--- src/rtl/apb_master_pkg.sv ---
// Shared command opcodes and FSM state encoding for the APB read/write/RMW master.
package apb_master_pkg;

  typedef enum logic [1:0] {
    OP_NOP     = 2'b00,
    OP_READ    = 2'b01,
    OP_RMW_ADD = 2'b10,
    OP_WRITE   = 2'b11
  } apb_op_t;

  typedef enum logic [1:0] {
    ST_IDLE   = 2'b00,
    ST_SETUP  = 2'b01,
    ST_ACCESS = 2'b10,
    ST_RESP   = 2'b11
  } apb_mst_state_t;

endpackage

--- src/rtl/apb_access_wdog.sv ---
// ACCESS-phase watchdog: counts wait-state cycles and flags the cycle on which
// the TIMEOUT_CYCLES-th consecutive wait state would complete.
module apb_access_wdog #(
  parameter int unsigned TIMEOUT_CYCLES = 16
) (
  input  logic pclk,
  input  logic preset_n,
  input  logic enable,
  input  logic clear,
  input  logic pready,
  output logic expired
);

  localparam int unsigned CNT_W = $clog2(TIMEOUT_CYCLES + 1);
  localparam logic [CNT_W-1:0] CNT_LAST = CNT_W'(TIMEOUT_CYCLES - 1);

  logic [CNT_W-1:0] cnt_q, cnt_d;

  always_comb begin
    cnt_d = cnt_q;
    if (clear) begin
      cnt_d = '0;
    end else if (enable && !pready && (cnt_q != CNT_LAST)) begin
      cnt_d = cnt_q + 1'b1;
    end
  end

  always_ff @(posedge pclk or negedge preset_n) begin
    if (!preset_n) begin
      cnt_q <= '0;
    end else begin
      cnt_q <= cnt_d;
    end
  end

  // Flag on the cycle whose end completes the last allowed wait state.
  assign expired = enable && !pready && (cnt_q == CNT_LAST);

endmodule

--- src/rtl/apb_rmw_master.sv ---
// APB master executing READ, WRITE and atomic RMW_ADD commands with a one-cycle
// response pulse. Define APB_TIMEOUT_EN to abort ACCESS after TIMEOUT_CYCLES waits.
//
// state     | meaning
// ST_IDLE   | ready for a command
// ST_SETUP  | APB setup phase (psel=1, penable=0)
// ST_ACCESS | APB access phase, waiting for pready
// ST_RESP   | one-cycle response pulse
module apb_rmw_master
  import apb_master_pkg::*;
#(
  parameter int unsigned ADDR_W         = 32,
  parameter int unsigned DATA_W         = 32,
  parameter int unsigned TIMEOUT_CYCLES = 16
) (
  input  logic              pclk,
  input  logic              preset_n,
  input  logic              cmd_valid_i,
  output logic              cmd_ready_o,
  input  logic [1:0]        cmd_op_i,
  input  logic [ADDR_W-1:0] cmd_addr_i,
  input  logic [DATA_W-1:0] cmd_data_i,
  output logic              rsp_valid_o,
  output logic [DATA_W-1:0] rsp_rdata_o,
  output logic              rsp_err_o,
  output logic              psel_o,
  output logic              penable_o,
  output logic [ADDR_W-1:0] paddr_o,
  output logic              pwrite_o,
  output logic [DATA_W-1:0] pwdata_o,
  input  logic [DATA_W-1:0] prdata_i,
  input  logic              pready_i,
  input  logic              pslverr_i
);

  if (TIMEOUT_CYCLES < 1) begin : g_bad_timeout
    $error("apb_rmw_master: TIMEOUT_CYCLES must be at least 1");
  end

  apb_mst_state_t    state_q, state_d;
  apb_op_t           op_q, op_d;
  logic [ADDR_W-1:0] addr_q, addr_d;
  logic [DATA_W-1:0] data_q, data_d;
  logic [DATA_W-1:0] rdata_q, rdata_d;
  logic              err_q, err_d;
  logic              wr_phase_q, wr_phase_d;

  logic              accept;
  logic              to_expired;
  logic [DATA_W-1:0] sum;

`ifdef APB_TIMEOUT_EN
  apb_access_wdog #(
    .TIMEOUT_CYCLES(TIMEOUT_CYCLES)
  ) u_wdog (
    .pclk    (pclk),
    .preset_n(preset_n),
    .enable  (state_q == ST_ACCESS),
    .clear   (state_q == ST_SETUP),
    .pready  (pready_i),
    .expired (to_expired)
  );
`else
  assign to_expired = 1'b0;
`endif

  assign accept = cmd_valid_i && cmd_ready_o;
  // Carry out of the top bit is discarded: the sum wraps modulo 2^DATA_W.
  assign sum    = rdata_q + data_q;

  always_comb begin
    state_d    = state_q;
    op_d       = op_q;
    addr_d     = addr_q;
    data_d     = data_q;
    rdata_d    = rdata_q;
    err_d      = err_q;
    wr_phase_d = wr_phase_q;

    case (state_q)
      ST_IDLE: begin
        if (accept) begin
          op_d       = apb_op_t'(cmd_op_i);
          addr_d     = cmd_addr_i;
          data_d     = cmd_data_i;
          rdata_d    = '0;
          err_d      = 1'b0;
          wr_phase_d = 1'b0;
          if (apb_op_t'(cmd_op_i) != OP_NOP) begin
            state_d = ST_SETUP;
          end
        end
      end
      ST_SETUP: begin
        state_d = ST_ACCESS;
      end
      ST_ACCESS: begin
        if (pready_i) begin
          err_d = pslverr_i;
          if (!wr_phase_q && (op_q != OP_WRITE)) begin
            rdata_d = prdata_i;
          end
          if ((op_q == OP_RMW_ADD) && !wr_phase_q && !pslverr_i) begin
            state_d    = ST_SETUP;
            wr_phase_d = 1'b1;
          end else begin
            state_d = ST_RESP;
          end
        end else if (to_expired) begin
          // Timeout reports an error with no data and drops any pending write.
          state_d    = ST_RESP;
          err_d      = 1'b1;
          rdata_d    = '0;
          wr_phase_d = 1'b0;
        end
      end
      ST_RESP: begin
        state_d    = ST_IDLE;
        wr_phase_d = 1'b0;
      end
      default: begin
        state_d = ST_IDLE;
      end
    endcase
  end

  always_ff @(posedge pclk or negedge preset_n) begin
    if (!preset_n) begin
      state_q    <= ST_IDLE;
      op_q       <= OP_NOP;
      addr_q     <= '0;
      data_q     <= '0;
      rdata_q    <= '0;
      err_q      <= 1'b0;
      wr_phase_q <= 1'b0;
    end else begin
      state_q    <= state_d;
      op_q       <= op_d;
      addr_q     <= addr_d;
      data_q     <= data_d;
      rdata_q    <= rdata_d;
      err_q      <= err_d;
      wr_phase_q <= wr_phase_d;
    end
  end

  assign cmd_ready_o = (state_q == ST_IDLE);
  assign psel_o      = (state_q == ST_SETUP) || (state_q == ST_ACCESS);
  assign penable_o   = (state_q == ST_ACCESS);
  assign paddr_o     = psel_o ? addr_q : '0;
  assign pwrite_o    = psel_o && ((op_q == OP_WRITE) || wr_phase_q);
  assign pwdata_o    = pwrite_o ? (wr_phase_q ? sum : data_q) : '0;

  assign rsp_valid_o = (state_q == ST_RESP);
  assign rsp_rdata_o = rsp_valid_o ? rdata_q : '0;
  assign rsp_err_o   = rsp_valid_o && err_q;

endmodule
--- config.mk ---
export PLATFORM = sky130hd
export DESIGN_NAME = apb_rmw_master
export DESIGN_NICKNAME = d
export VERILOG_FILES = /design/src/rtl/apb_master_pkg.sv /design/src/rtl/apb_access_wdog.sv /design/src/rtl/apb_rmw_master.sv
export SDC_FILE = /design/constraint.sdc
export NUM_CORES = 1
export LEC_CHECK = 0
export ABC_AREA = 0
export CORE_MARGIN = 2
export CORE_UTILIZATION = 40
export DETAILED_ROUTE_END_ITERATION = 8
export GPL_TIMING_DRIVEN = 0
export PLACE_DENSITY = 0.72
export SKIP_CTS_REPAIR_TIMING = 1
export SYNTH_ARGS = -nofsm -noshare
export SYNTH_HDL_FRONTEND = slang
export SYNTH_SLANG_ARGS = --single-unit
--- constraint.sdc ---
create_clock -name pclk -period 7.5 [get_ports pclk]
set_clock_uncertainty 0.2 [all_clocks]
set_input_delay 1.5 -clock pclk [delete_from_list [all_inputs] [get_ports pclk]]
set_output_delay 1.5 -clock pclk [all_outputs]
set_load 0.05 [all_outputs]
Word level (Yosys, flattened, before mapping)

Cells that the tools add are included.

Multiplexer cells: 19
Add/sub/neg operators: 1
Equality and inequality tests: 11
Reductions and logical operators: 19

Operators with widths:

| kind                 | number |
|---|---|
| $mux W32             | 7 |
| $pmux W32 S2         | 1 |
| $add A32 B32 Y32     | 1 |
| $ne A2 B1 Y1 const B | 5 |
| $eq A2 B2 Y1 const B | 4 |
| $mux W2              | 4 |
| $pmux W2 S4          | 1 |
| $reduce_and A4 Y1    | 2 |
| $logic_and A1 B1 Y1  | 6 |
| $reduce_and A3 Y1    | 2 |
| $mux W1              | 4 |
| $reduce_bool A2 Y1   | 2 |
| $pmux W1 S3          | 1 |
| $reduce_bool A3 Y1   | 1 |
| $eq A2 B1 Y1 const B | 1 |
| $logic_not A1 Y1     | 2 |
| $logic_not A2 Y1     | 1 |
| $logic_or A1 B1 Y1   | 2 |
| $ne A2 B2 Y1 const B | 1 |
| $pmux W1 S2          | 1 |
| $reduce_and A2 Y1    | 1 |

Input bits: 103
Output and inout port bits: 102
Logic and storage cells: 57
Flip-flop bits (word level): 102

Longest topological paths before layout

Gate-level depths: netlist (run 1).

Word-level depth: 6
Gate-level depth with buffers: 11
Depth with buffers taken out: 11

Worst setup path before layout (run 1)

OpenSTA, ideal clock, no wires.

Path type: flip-flop to output port
From: register data_q[0]
To: output pwdata_o[24]
Arrival time: 3.328 ns
Stages on the path, launching flop included: 12
Path buffers: 0
Setup slack: 2.472 ns
Data required time: 5.800 ns
Cells stage by stage: dfrtp_1 > ha_1 > fa_1 > a211oi_2 > o21ai_2 > a211oi_2 > o31ai_2 > nand4_1 > nand3_2 > a21oi_2 > xor2_1 > o21ai_0

Cells in the longest elaborated chain, start to end: 3

RTL lines:

| element                | RTL line              | source |
|---|---|---|
| from (decl)            | apb_rmw_master.sv:43  | `logic [DATA_W-1:0] data_q, data_d;` |
| from (signal assigned) | apb_rmw_master.sv:140 | `data_q <= data_d;` |
| $add A32 B32 Y32       | apb_rmw_master.sv:69  | `assign sum = rdata_q + data_q;` |
| $mux W32 (2 in a row)  | apb_rmw_master.sv:152 | `assign pwdata_o = pwrite_o ? (wr_phase_q ? sum : data_q) : '0;` |
| to (decl)              | apb_rmw_master.sv:30  | `output logic [DATA_W-1:0] pwdata_o,` |

No other way between the ends.

Worst setup path in the final report (run 1)

From: register data_q[0]
To: output pwdata_o[26]

Same word-level chain as after synthesis.

==> flow_results.org, run 1 <==
** Run status
- The flow ran to the end, and the final reports show no timing, DRC or antenna violations.

** Detailed routing
- Number of design-rule violations left by the first detailed-router iteration :: 365
- The first detailed-routing pass ran for 4 iterations.
- Overall routed net length :: 18,980 um
- For this run, design rule violations remaining after detail routing come to 0.
- For this block, the via count after detailed routing is 5,731.
- In the routed layout, each cell is associated on average with a via count of 5.085.
- Final antenna-violating net count :: 0
- In the final routed layout, each cell accounts on average for 16.84 um.

** Floorplanning
- Number of placement rows :: 46
- Standard cell core area :: 0.01594 sq mm
- The floorplan step defined a die boundary enclosing 0.01739 sq mm.
- During I/O placement, the number of pins put on the boundary was 205.
- Effective utilization at floorplan :: 41.03%
- Floorplan die width :: 131.9 um
- Measured along the y axis, the die boundary spans 131.9 um.

** Global routing
- Overflow left after global routing :: 0
- Antenna violations before repair :: 2
- Maximum number of pins on one net before global-route repair :: 68
- Global routing used 22.53% of the available tracks across all layers.
- Wire length of the first global-routing pass :: 31,170 um
- Vias in the first global route :: 5,812

** Synth
- Async set or reset register ratio after synthesis :: 100.0%
- The netlist uses 58 different library cells.
- Number of enable flip-flop cells after synthesis :: 0
- Yosys instantiated no cell more often than sky130_fd_sc_hd__dfrtp_1.
- Area share of the largest cell type after synthesis :: 39.02%
- In this run the cell area of the synthesized design comes to 0.006541 sq mm.
- By count the netlist is led by 102 x sky130_fd_sc_hd__dfrtp_1, 99 x sky130_fd_sc_hd__nand2_1, 66 x sky130_fd_sc_hd__and2_1, 66 x sky130_fd_sc_hd__mux2_2, 38 x sky130_fd_sc_hd__nand3_1.
- The synthesized design contains 102 register bits.
- In the post-synthesis netlist, the biggest area contributors are sky130_fd_sc_hd__dfrtp_1 39%, sky130_fd_sc_hd__mux2_2 11%, sky130_fd_sc_hd__ha_1 6.5%, sky130_fd_sc_hd__and2_1 6.3%, sky130_fd_sc_hd__nand2_1 5.7%.
- Counting every net in the synthesized netlist gives 828.
- Average cell area after synthesis :: 9.480 sq um
- Of the synthesized area, sequential elements account for 39.02%.
- Post-synthesis cell count :: 690
- The Yosys step of the flow raised 0 warnings.
- The largest total area in the synthesized netlist belongs to sky130_fd_sc_hd__dfrtp_1.
- Prevailing post-synth register cell :: sky130_fd_sc_hd__dfrtp_1

** Timing
- Setup repair after global routing left no endpoint under its margin.
- The number of hold violations in the final report came to 0.
- Setup violations remaining at the end of the flow were counted as 0.
- Transition time at the pin with the least slew margin :: 765.0 ps
- Final sum of negative setup slack :: 0 ps
- Timing would allow up to 0.1776 GHz.
- For the finished layout, the period the worst path requires is 5632 ps.
- Rel. slew slack :: 49.00%
- Setup WS post-layout :: 1868 ps
- The worst path uses 75.10% of the clock period.
- Slew Viols, Final :: 0

** Setup path
- In this run the worst path has a maximum fanout of 3.
- Counting cells, the worst reg-to-reg path comes to 9.
- Element type at the critical path start :: flip-flop
- CP Capture Type :: primary output
- Arrival time reported for the critical path endpoint :: 3930 ps
- Critical path required time :: 5800 ps
- Worst setup path category :: reg -> out

** Worst hold path
- The worst hold path passes through 2 cells.
- Hold Crit Class :: reg -> reg

** Clock tree
- The H-tree generated during clock tree synthesis spans 3 levels.
- Number of buffers created by CTS :: 9
- The clock passes through at most 2 buffers.
- Root cell of the clock tree :: sky130_fd_sc_hd__clkbuf_16
- TritonCTS built the clock tree.
- Clock edge transition at the registers on the reported setup and hold paths :: 80 ps
- At the later pin of the worst-skew pair, clock insertion delay measures 360 ps.
- The tree built by TritonCTS fans out to 102 sinks.

** Placement
- The congestion estimate from routability-driven global placement came to 0.9369.
- Worst slack after detailed placement :: 2272 ps
- Buffers placed on the I/O ports in this run total 204.
- Once detailed placement completed, the half-perimeter wirelength came to 14,680 um.
- In this run the cell area measured after placement is 0.008879 sq mm.

** Run
- Across the run, the number of max-cap violations was 0.

** Cells and area
- Storage element area :: 0.002552 sq mm
- Share of final-layout standard cells stronger than drive strength 1 :: 12.84%
- Area growth, synth to finish :: 40.26%
- Antenna diode count :: 0
- # fillers :: 1,425
- Total Nets Final :: 1,044
- Cell area after layout :: 0.009175 sq mm
- Area taken by multi-input logic gates :: 0.003792 sq mm
cells in the final DEF (no fill, tap or decap), types with 3 or more instances in the layout:
cell	netlist	layout
sky130_fd_sc_hd__a211oi_1	7	7
sky130_fd_sc_hd__a211oi_2	3	3
sky130_fd_sc_hd__a21o_1	8	8
sky130_fd_sc_hd__a21oi_1	35	35
sky130_fd_sc_hd__a21oi_2	4	4
sky130_fd_sc_hd__a31oi_1	3	3
sky130_fd_sc_hd__and2_1	66	66
sky130_fd_sc_hd__and3_1	4	4
sky130_fd_sc_hd__buf_1	3	3
sky130_fd_sc_hd__clkbuf_1	31	32
sky130_fd_sc_hd__clkbuf_16	0	9
sky130_fd_sc_hd__clkdlybuf4s50_1	0	203
sky130_fd_sc_hd__dfrtp_1	102	102
sky130_fd_sc_hd__ha_1	34	34
sky130_fd_sc_hd__inv_1	12	12
sky130_fd_sc_hd__mux2_2	66	66
sky130_fd_sc_hd__mux2i_1	13	13
sky130_fd_sc_hd__nand2_1	99	99
sky130_fd_sc_hd__nand2b_1	4	4
sky130_fd_sc_hd__nand3_1	38	38
sky130_fd_sc_hd__nand4_1	5	5
sky130_fd_sc_hd__nor2_1	35	35
sky130_fd_sc_hd__nor2b_1	6	6
sky130_fd_sc_hd__nor3_1	3	3
sky130_fd_sc_hd__o211ai_1	3	3
sky130_fd_sc_hd__o21ai_0	22	22
sky130_fd_sc_hd__o21ai_1	10	10
sky130_fd_sc_hd__o21ai_2	4	4
sky130_fd_sc_hd__o21bai_1	3	3
sky130_fd_sc_hd__o22ai_1	3	3
sky130_fd_sc_hd__xnor2_1	16	16
sky130_fd_sc_hd__xor2_1	14	14
kinds of logic (layout without fill, tap and decap cells):
logic type / count (synthesis) / after routing / synth area share (%)
xor+xnor: 30 / 30 / 4.017
compound gates: 126 / 126 / 13.58
mux: 80 / 80 / 13.58
simple gates: 268 / 268 / 19.99
flops: 102 / 102 / 39.02
buf+inv: 49 / 270 / 3.003
fa+ha+maj: 35 / 35 / 6.810
routing by layer:
layer / global-route usage (%) / wire length (um) / vias to the layer above
li1: - / - / 2826
met1: 28.19 / 8368 / 2716
met2: 36.78 / 8891 / 157
met3: 7.190 / 1214 / 30
met4: 7.729 / 493 / 2
met5: 0 / 16 / -
path summary, 6_finish.rpt:
check / slack [ps] / to / startpoint
setup / recovery: 1870 / pwdata_o[26] / data_q[0]
hold / removal: 290 / rdata_q[29] / rdata_q[29]
setup reg to reg: 4800 / rdata_q[18] / state_q[0]
hold reg to reg: 290 / rdata_q[29] / rdata_q[29]
max in group asynchronous: 5460 / op_q[1] / preset_n
min in group asynchronous: 900 / rdata_q[3] / preset_n
stage by stage:
| stage | util [%] | hold slack, ps | cells |
|---|---|---|---|
| after floorplan | - | 257.2 | 690 |
| after global placement | 55.53 | 271.0 | 1110 |
| after detailed placement | 55.69 | 276.2 | 1111 |
| after CTS | 57.55 | 294.9 | 1127 |
| after global routing | 57.55 | 319.2 | 1127 |
| final | 57.55 | 293.1 | 1127 |
critical path: stages (launching register included):
cell	delay, ps
sky130_fd_sc_hd__dfrtp_1	400
sky130_fd_sc_hd__ha_1	230
sky130_fd_sc_hd__fa_1	450
sky130_fd_sc_hd__a211oi_2	310
sky130_fd_sc_hd__o21ai_2	140
sky130_fd_sc_hd__a21oi_2	210
sky130_fd_sc_hd__o21ai_2	90
sky130_fd_sc_hd__a311oi_2	340
sky130_fd_sc_hd__o31ai_4	130
sky130_fd_sc_hd__a41oi_2	210
sky130_fd_sc_hd__xor2_1	90
sky130_fd_sc_hd__o21ai_1	150
sky130_fd_sc_hd__clkdlybuf4s50_1	830
flip-flops by register name, indices dropped and copies added, names as in the netlist:
register / count
wr_phase_q: 1
op_q: 2
addr_q: 32
data_q: 32
err_q: 1
state_q: 2
rdata_q: 32
area by class of cell:
cell class	instances	area share, %
sequential	102	27.82
clock buffer	10	2.496
tap	216	2.946
multi-input combinational	539	41.33
timing repair buffer	205	22.53
buffer	37	1.650
clock inverter	6	0.7364
inverter	12	0.4909
Power of run 1 is left out: the tool's default activity adds up to more than one toggle a clock period on the data nets, which glitch-free logic cannot reach.
==> run 2, diff against run 1 <==
clock period = 5.8 ns   (was 7.5 ns; I/O delays follow)
==> results of run 2 <==
Same layout as run 1 (identical final DEF). Status: complete, no violations.
Among the figures that moved: setup slack after placement 2272 ps -> 912.0 ps; setup slack after layout 1868 ps -> 507.8 ps; register-to-register setup slack 4800 ps -> 3100 ps
Power of run 2 is left out for the same reason.
==> run 3, diff against run 2 <==
PLACE_DENSITY = 0.7   (was 0.72)
==> flow_results.org, run 3 (synthesis results as in run 1) <==
** Run status
- The run finished with clean final reports.

** Clock tree
- Root cell of the clock tree :: sky130_fd_sc_hd__clkbuf_16
- The level count of the clock H-tree is 3 (unchanged).
- The number of clock buffers inserted by TritonCTS is 9 (unchanged).
- The clock tree buffer depth is 2 (unchanged).
- TritonCTS built the clock tree.
- The register clock-pin slew on the reported worst setup and hold paths was 80 ps (about the same).
- The later-pin clock latency in the skew report was 360 ps (about the same).
- Sink count of the clock tree :: 102 (unchanged)

** Setup path
- Cells on worst reg2reg path :: 6 (-3)
- In this run the critical register-to-register path is launched from state_q[0].
- Arrival time reported for the critical path endpoint :: 3990 ps (+60 ps)
- Worst setup path category :: reg -> out
- The highest fanout seen on the critical path was 3 (unchanged).
- Crit path largest cell delay :: 700 ps (-130 ps)
- Critical-path top delay cell :: sky130_fd_sc_hd__clkdlybuf4s50_1
- The signal on the critical path passes through ha_1 -> fa_1 -> a211oi_2 -> o21ai_2 -> a211oi_2 -> o31ai_2 -> nand4_1 -> nand3_2 -> a21oi_2 -> a21oi_2 -> mux2_4 -> clkdlybuf4s50_1.
- STA puts the critical path data required time at 4440 ps.
- The endpoint identified for the worst register-to-register timing path is addr_q[4].
- CP Capture Type :: primary output
- The worst setup path is launched from a flip-flop.
- R2R Setup Slk :: 3130 ps

** Timing
- The worst path uses 92.17% of the clock period.
- Setup repair after global routing left no endpoint under its margin.
- The number of hold violations in the final report is 0 (unchanged).
- Rel. slew slack :: 48.88% (-0.12 points)
- Transition time at the pin with the least slew margin :: 766.8 ps (+1.756 ps)
- After layout, the worst setup slack is 454.3 ps.
- Slew Viols, Final :: 0 (unchanged)
- Total setup violations reported at the end of the flow :: 0 (unchanged)
- Timing-limited maximum frequency :: 0.1871 GHz
- Subtracting the final worst setup slack from the clock period gives 5346 ps.

** Floorplanning
- The x dimension of the die is 131.9 um (unchanged).
- Die outline area :: 0.01739 sq mm (unchanged)
- The standard-cell row count was 46 (unchanged).
- The starting utilization of the core area is 41.03% (unchanged).
- Standard cell core area :: 0.01594 sq mm (unchanged)
- Number of ports placed on the die boundary :: 205 (unchanged)
- The floorplan die height is 131.9 um (unchanged).

** Detailed routing
- Routed vias :: 5,710 (-0.37%)
- First-pass iteration count of the detailed router :: 5 (+1)
- The via-per-instance ratio came to 5.062 (-0.45%).
- The overall routed net length is 18,910 um (-0.40%).
- The final antenna-violating net count was 0 (unchanged).
- Drc violations :: 0 (unchanged)
- Post-detailed-route wirelength per cell :: 16.76 um (-0.48%)
- Number of design-rule violations left by the first detailed-router iteration :: 372 (+1.9%)

** Worst hold path
- The path class of the tightest hold or removal check is reg -> reg.
- Number of cells on the worst hold path :: 2 (unchanged)
- Hold wc startpoint :: rdata_q[2]
- The worst hold path terminates at rdata_q[2].

** Global routing
- The number of antenna violations at the first check in global routing was 2 (unchanged).
- The first-pass GRT wire length came to 30,450 um (-2.3%).
- The total global routing overflow was 0 (unchanged).
- Maximum number of pins on one net before global-route repair :: 69 (+1.5%)
- Vias in the first global route :: 5,749 (-1.1%)
- The overall fraction of global-route tracks in use was 22.00% (-0.53 points).

** Run
- The total of max-cap violations came to 0 (unchanged).

** Cells and area
- Area growth, synth to finish :: 40.15% (about the same)
- Biggest regs :: addr_q (32), data_q (32), rdata_q (32)
- # fillers :: 1,426 (+0.070%)
- In the layout the commonest cells are 203 x sky130_fd_sc_hd__clkdlybuf4s50_1, 102 x sky130_fd_sc_hd__dfrtp_1, 99 x sky130_fd_sc_hd__nand2_1.
- Total Nets Final :: 1,044 (unchanged)
- Commonest non-fill, non-tap cell in the layout :: sky130_fd_sc_hd__clkdlybuf4s50_1
- Share of final-layout standard cells stronger than drive strength 1 :: 12.95% (+0.11 points)

** Placement
- The number of buffers inserted by port buffering was 204 (unchanged).
- At the placement stage, the worst setup path has a slack of 879.9 ps.
- The final RePlAce weighted congestion was 0.8952 (-4.5%).
- Detailed placer's ending HPWL :: 14,630 um (-0.36%)
run 3: changes by cell type in the layout (fill, tap and decap cells not counted):
cell,previous run,this run
sky130_fd_sc_hd__clkbuf_1,32,31
sky130_fd_sc_hd__clkinv_2,0,1
sky130_fd_sc_hd__clkinv_4,2,0
sky130_fd_sc_hd__clkinv_8,2,0
sky130_fd_sc_hd__clkinvlp_4,0,1
sky130_fd_sc_hd__diode_2,0,1
sky130_fd_sc_hd__inv_6,2,3
sky130_fd_sc_hd__inv_8,0,2
run 3: final cells by class:
type	count	area, sq um	share of cell area (%)
Antenna cell	1	2.502	0.02730
Buffer	37	151.4	1.651
Clock buffer	9	225.2	2.457
Clock inverter	7	61.31	0.6688
Inverter	12	45.04	0.4913
Multi-Input combinational cell	539	3792	41.37
Sequential cell	102	2552	27.84
Tap cell	216	270.3	2.948
Timing Repair Buffer	205	2067	22.55
run 3: worst max-delay path, delay by kind of cell, from the launching register on:
family | cells | cell delay, ps
compound gates | 6 | 1300
buf+inv | 1 | 700
fa+ha+maj | 2 | 670
flops | 1 | 410
mux | 1 | 320
simple gates | 2 | 220
run 3: per-stage QoR:
| step | instances | util (%) | setup TNS [ps] | hold WS (ps) | cell area (sq um) |
|---|---|---|---|---|---|
| after floorplan | 690 | - | 0 | 257.2 | 6541 |
| after global placement | 1110 | 55.53 | -69450 | 273.2 | 8853 |
| after detailed placement | 1111 | 55.69 | 0 | 283.1 | 8879 |
| after CTS | 1127 | 57.49 | 0 | 300.9 | 9165 |
| after global routing | 1127 | 57.49 | 0 | 311.1 | 9165 |
| final | 1128 | 57.50 | 0 | 293.7 | 9168 |
run 3: worst max path at each step:
stage / from / endpoint / slack, ps / cells past startpoint
floorplan: data_q[0] / pwdata_o[24] / 1110 / 11
global placement: preset_n / data_q[25] / -690 / 1
detailed placement: data_q[0] / pwdata_o[28] / 880 / 12
CTS: data_q[0] / pwdata_o[28] / 460 / 12
global route: data_q[0] / pwdata_o[26] / 320 / 12
finish: data_q[0] / pwdata_o[28] / 450 / 12
run 3: layer usage:
| metal | wire, um | track usage (%) | vias to the layer above |
|---|---|---|---|
| li1 | - | - | 2826 |
| met4 | 425 | 6.884 | 2 |
| met3 | 1250 | 6.920 | 31 |
| met1 | 8311 | 27.55 | 2700 |
| met2 | 8908 | 36.28 | 151 |
| met5 | 14 | 0 | - |
Power of run 3 is left out for the same reason.
